## config.mk

```make
export PLATFORM = sky130hd
export DESIGN_NAME = vend_ctrl_multi
export DESIGN_NICKNAME = d
export VERILOG_FILES = /design/src/rtl/vend_ctrl_multi.sv
export SDC_FILE = /design/constraint.sdc
export NUM_CORES = 1
export LEC_CHECK = 0
export ABC_AREA = 1
export CAP_MARGIN = 0
export CORE_UTILIZATION = 55
export CTS_CLUSTER_DIAMETER = 200
export DETAILED_ROUTE_END_ITERATION = 8
export DONT_BUFFER_PORTS = 1
export PLACE_DENSITY = 0.71
export SLEW_MARGIN = 5
export SYNTH_ARGS = -nofsm -noshare
export SYNTH_HDL_FRONTEND = slang
export SYNTH_SLANG_ARGS = --single-unit
```

## constraint.sdc

```tcl
create_clock -name clk -period 9.8 [get_ports clk]
set_input_delay 0.98 -clock clk [delete_from_list [all_inputs] [get_ports clk]]
set_output_delay 0.98 -clock clk [all_outputs]
set_load 0.05 [all_outputs]
```

## src/rtl/vend_ctrl_multi.sv

```systemverilog
// vend_ctrl_multi: N-item vending controller with stock, coin collection, timeout, vend and change handshakes
module vend_ctrl_multi #(
    parameter int N_ITEMS = 5,
    parameter int CENT_W = 12,
    parameter int MAX_QTY = 3,
    parameter int STOCK_W = 4,
    parameter int INIT_STOCK = 15,
    parameter int TIMEOUT_CYC = 1000,
    parameter logic [N_ITEMS*CENT_W-1:0] PRICES = {12'd150, 12'd120, 12'd100, 12'd80, 12'd50}
) (
    input  logic               clk,
    input  logic               rst,
    input  logic [2:0]         item_sel,
    input  logic [1:0]         amt_sel,
    input  logic               coin_valid,
    input  logic [1:0]         coin_type,
    input  logic               cancel,
    input  logic               continue_,
    input  logic               restock,
    input  logic               vend_ready,
    input  logic               chg_ready,
    output logic [2:0]         state,
    output logic [2:0]         item,
    output logic [1:0]         amt,
    output logic [CENT_W-1:0]  collected,
    output logic [CENT_W-1:0]  change,
    output logic               insert_en,
    output logic               coin_reject,
    output logic [N_ITEMS-1:0] sold_out,
    output logic               vend_valid,
    output logic [2:0]         vend_item,
    output logic [1:0]         vend_qty,
    output logic               chg_valid,
    output logic [1:0]         chg_coin
);
    localparam logic [2:0] S_IDLE = 3'd0, S_COLLECT = 3'd1, S_VEND = 3'd2, S_CHANGE = 3'd3, S_DONE = 3'd4;
    localparam int TW = $clog2(TIMEOUT_CYC + 1);

    logic [2:0]         state_n, item_n, sel_idx, item_idx, vend_item_n;
    logic [1:0]         amt_n, amt_new, vend_qty_n, chg_coin_n;
    logic [CENT_W-1:0]  collected_n, change_n, coin_val, chg_val, change_left, total;
    logic [CENT_W:0]    sum;
    logic [TW-1:0]      tcnt, tcnt_n;
    logic               sel_ok, restock_hit, select_hit, stop, amt_hit, coin_ok, paid, chg_hs;
    logic               insert_en_n, coin_reject_n, vend_valid_n, chg_valid_n;
    logic [STOCK_W-1:0] stock [N_ITEMS];
    logic [CENT_W-1:0]  price [N_ITEMS];

    function automatic logic [CENT_W-1:0] coin_value(input logic [1:0] c);
        return c == 2'd3 ? CENT_W'(100) : c == 2'd2 ? CENT_W'(25) : c == 2'd1 ? CENT_W'(10) : CENT_W'(5);
    endfunction

    function automatic logic [1:0] greedy(input logic [CENT_W-1:0] v);
        return v >= CENT_W'(100) ? 2'd3 : v >= CENT_W'(25) ? 2'd2 : v >= CENT_W'(10) ? 2'd1 : 2'd0;
    endfunction

    for (genvar g = 0; g < N_ITEMS; g++) begin : g_item
        assign price[g] = PRICES[g*CENT_W +: CENT_W];
        assign sold_out[g] = stock[g] == '0;
    end

    assign sel_ok      = item_sel != 3'd0 && item_sel <= 3'(N_ITEMS);
    assign sel_idx     = item_sel - 3'd1;
    assign item_idx    = item - 3'd1;
    assign restock_hit = state == S_IDLE && sel_ok && restock;
    assign select_hit  = state == S_IDLE && sel_ok && !restock && stock[sel_idx] != '0;
    assign stop        = state == S_COLLECT && (cancel || tcnt == TW'(TIMEOUT_CYC - 1));
    assign amt_hit     = state == S_COLLECT && !stop && collected == '0 && amt_sel != 2'd0 &&
                         amt_sel <= 2'(MAX_QTY) && STOCK_W'(amt_sel) <= stock[item_idx];
    assign amt_new     = amt_hit ? amt_sel : amt;
    assign coin_val    = coin_value(coin_type);
    assign sum         = {1'b0, collected} + {1'b0, coin_val};
    assign coin_ok     = state == S_COLLECT && !stop && coin_valid && !sum[CENT_W];
    assign total       = price[item_idx] * CENT_W'(amt_new);
    assign paid        = coin_ok && sum[CENT_W-1:0] >= total;
    assign chg_val     = coin_value(chg_coin);
    assign change_left = change - chg_val;
    assign chg_hs      = chg_valid && chg_ready;

    always_ff @(posedge clk) begin
        for (int k = 0; k < N_ITEMS; k++)
            if (rst || (restock_hit && sel_idx == 3'(k)))
                stock[k] <= STOCK_W'(INIT_STOCK);
            else if (vend_valid && vend_ready && item_idx == 3'(k))
                stock[k] <= stock[k] - STOCK_W'(amt);
    end

    always_ff @(posedge clk) begin
        if (rst) begin
            state       <= S_IDLE;
            item        <= 3'd0;
            amt         <= 2'd1;
            collected   <= '0;
            change      <= '0;
            tcnt        <= '0;
            insert_en   <= 1'b0;
            coin_reject <= 1'b0;
            vend_valid  <= 1'b0;
            vend_item   <= 3'd0;
            vend_qty    <= 2'd0;
            chg_valid   <= 1'b0;
            chg_coin    <= 2'd0;
        end else begin
            state       <= state_n;
            item        <= item_n;
            amt         <= amt_n;
            collected   <= collected_n;
            change      <= change_n;
            tcnt        <= tcnt_n;
            insert_en   <= insert_en_n;
            coin_reject <= coin_reject_n;
            vend_valid  <= vend_valid_n;
            vend_item   <= vend_item_n;
            vend_qty    <= vend_qty_n;
            chg_valid   <= chg_valid_n;
            chg_coin    <= chg_coin_n;
        end
    end

    always_comb begin
        state_n = state;
        case (state)
            S_IDLE:    state_n = select_hit ? S_COLLECT : S_IDLE;
            S_COLLECT: state_n = stop ? (collected != '0 ? S_CHANGE : S_IDLE) : paid ? S_VEND : S_COLLECT;
            S_VEND:    state_n = vend_ready ? (change != '0 ? S_CHANGE : S_DONE) : S_VEND;
            S_CHANGE:  state_n = chg_hs && change_left == '0 ? S_DONE : S_CHANGE;
            S_DONE:    state_n = continue_ ? S_IDLE : S_DONE;
            default:   state_n = S_IDLE;
        endcase
    end

    always_comb begin
        item_n        = state_n == S_IDLE ? 3'd0 : select_hit ? item_sel : item;
        amt_n         = state_n == S_IDLE ? 2'd1 : amt_new;
        collected_n   = state_n == S_IDLE ? '0 : coin_ok ? sum[CENT_W-1:0] : collected;
        change_n      = state_n == S_IDLE ? '0 : stop ? collected : paid ? sum[CENT_W-1:0] - total :
                        chg_hs ? change_left : change;
        tcnt_n        = state == S_COLLECT && state_n == S_COLLECT && !(coin_ok || amt_hit) ? tcnt + TW'(1) : '0;
        insert_en_n   = state_n == S_COLLECT;
        coin_reject_n = coin_valid && !coin_ok;
        vend_valid_n  = state_n == S_VEND;
        vend_item_n   = vend_valid_n ? item_n : 3'd0;
        vend_qty_n    = vend_valid_n ? amt_n : 2'd0;
        chg_valid_n   = state_n == S_CHANGE;
        chg_coin_n    = chg_valid_n ? greedy(change_n) : 2'd0;
    end
endmodule

```

==> results.toml <==
[route]
routed_wl_um = 15700
vias_per_cell = 5.46
drc_errors = 0
via_count = 5685
drt_iter0_drc = 302
ant_nets = 0
dr.pass1.iters = 5
routedWlPerCell_um = 15.1

[critical_path]
r2r-end = "collected[7]"
critPathArrivalTime_ns = 7.62
worstSetupStartpointType = "flip-flop"
cp.required_ns = 10.00
crit_slowest_cell = "dfxtp_1"
cp_slowest_stage_delay_ns = 0.88
crit_fanout = 23
r2r_slack_ns = 2.38
end_kind = "flip-flop"
r2r-start = "item[0]"
worst-r2r-cell-count = 41
worst_path_most_repeated_cell = "nand2_1"
path_class = "flip-flop to flip-flop"

[clock_network]
cts_max_path_buffers = 2
cts-hold-fix-buffers = 0
clkLatencyLatePin_ns = 0.34
cts_buffers = 9
clk_pin_slew_ns = 0.06
cts_tree = "done"
cts_resized = 0
htreeDepth = 3
cts.sinks = 73
cts_setup_buffers = 0
root_buffer = "clkbuf_16"

[global_route]
grt_pass1_vias = 5271
overflow = 0
busiest_layer = "met2"
grt_max_degree = 24
grt_pass1_wl_um = 25600
grt_use_total = 0.281
antenna_found_initial = 0
met2_usage = 0.441
use_met1 = 0.392
grt_use_met3 = 0.0573

[yosys]
syn_avg_cell_area_sq_um = 6.93
synth_common_cells = "nand2_1, nor2_1, inv_1"
yosys-top-cells-area = "dfxtp_1, nand2_1, ha_1"
synth.cell_area_sq_mm = 0.00623
yosysMostFrequentCell = "nand2_1"
syn_inst = 899
synth_area_leader_cell = "dfxtp_1"
yosys_warnings = 0
ys_ff_latch = 73
synth_cell_types = 49
post-synth-top-area-fraction = 0.170
ys.flop_type = "dfxtp_1"
syn_nets = 983
async_flop_share = 0
synth_edf_count = 20
yosysSeqAreaShare = 0.267

[sta]
worst_pin_slew_ns = 0.965
tns_ns = 0
fmax_mhz = 135
slew_headroom = 0.353
slew_viol_final = 0
setup_viol = 0
min_period_ns = 7.42
skew_ns = 0.0110
hold_viol_final = 0
hold_slack_ns = 0.447
post-route-period-util = 0.757
rsz0062_at_grt = "false"

[pwr]
power.density_mw_per_mm2 = 119
ir_drop_v = 0.0000724
cellLeakagePower_nw = 3.11
power_mw = 0.785

[die]
dieArea_sq_mm = 0.0118
die_y_um = 108
fp-row-count = 38
die_x_um = 108
pin_count = 63
start_util = 0.570
core_area_sq_mm = 0.0109

[cells_and_area]
n_fill_cell = 1057
final_cell_count_no_fill = 1042
final_nets = 981
areaGrowthSynthToFinish_pct = 6.14
antenna_cells = 0
drive_gt1_frac = 0.0787
final_core_util = 0.605

[run_status]
outcome = "completed"

[hold_path]
worstHoldStart = "tcnt[0]"
hold_end = "tcnt[0]"
hold_depth = 1
min_path_type = "flip-flop to flip-flop"

[run]
max_cap_viol_count = 0

[place]
dpl.hpwl_um = 12900
gp_congestion = 0.938
dp_cells = 1026
placement.io_buffers = 0
-- routing by layer --
layer	vias up	part of all wire
met4	0	0.014
met2	163	0.45
met1	2593	0.47
li1	2910	-
met5	-	0
met3	19	0.065
-- worst max path at each step --
stage,startpoint,to,slack (ns),depth (start not counted)
finish,item[0],collected[7],2.38,41
global route,item[0],change[9],1.59,41
CTS,item[0],collected[7],2.48,41
detailed placement,item[0],amt[1],2.50,41
global placement,item[0],amt[1],2.74,41
floorplan,item[0],item[1],3.42,43
-- placed cells by master, fill, tap and decap left out, types with 5 or more instances in the layout --
cell type and instances:
nand2_2 8, xor2_1 13, nor3_1 11, o21ai_0 44
edfxtp_1 20, xnor2_1 15, nor2_1 124, nand3_1 53
a21oi_1 46, nand2_1 214, o211ai_1 5, clkbuf_16 9
or2_2 11, nand4_1 14, dfxtp_1 53, inv_2 7
inv_1 115, ha_1 61, fa_1 8, o21ai_1 5
-- area by class of cell --
type | count | area, sq um | area share
Clock buffer | 9 | 225 | 0.0340
Clock inverter | 7 | 45.0 | 0.00681
Inverter | 124 | 465 | 0.0703
Multi-Input combinational cell | 688 | 4040 | 0.610
Sequential cell | 73 | 1660 | 0.251
Tap cell | 140 | 175 | 0.0265
Timing Repair Buffer | 1 | 7.51 | 0.00113
-- stage by stage --
step | setup slack [ns] | area, sq um
global route | 1.59 | 6620
floorplan | 3.42 | 6230
global placement | 2.74 | 6350
CTS | 2.48 | 6620
finish | 2.38 | 6620
detailed placement | 2.50 | 6350
-- registers in the layout, indices dropped and copies added (netlist names) --
signal       count
stock           20
change          12
collected       12
tcnt            10
item             3
state            3
vend_item        3
amt              2
chg_coin         2
vend_qty         2
chg_valid        1
coin_reject      1
insert_en        1
vend_valid       1
-- report_power, final --
part	switching (mW)	total, mW	leakage (nW)	internal (mW)
Sequential	0.0128	0.325	0.564	0.312
Clock	0.132	0.303	0.136	0.171
Combinational	0.105	0.157	2.41	0.0529
-- cells by family (layout without fill, tap and decap cells) --
group | after synthesis | in the layout | synth area share
and+or+nand+nor | 473 | 473 | 0.354
AOI/OAI and AO/OA | 118 | 118 | 0.105
DFF | 73 | 73 | 0.267
adders and majority gates | 69 | 69 | 0.148
xor gates and xnor gates | 28 | 28 | 0.0393
buffers and inverters | 138 | 141 | 0.0875
-- critical path, delay by kind of cell (launching register included) --
kind / cells / cell delay (ns)
and+or+nand+nor: 17 / 1.77
adders and majority gates: 5 / 1.47
DFF: 1 / 0.88
xor gates and xnor gates: 1 / 0.13
AOI/OAI and AO/OA: 9 / 1.56
buffers and inverters: 9 / 1.45
No activity file was read; power rests on OpenSTA's default activity.
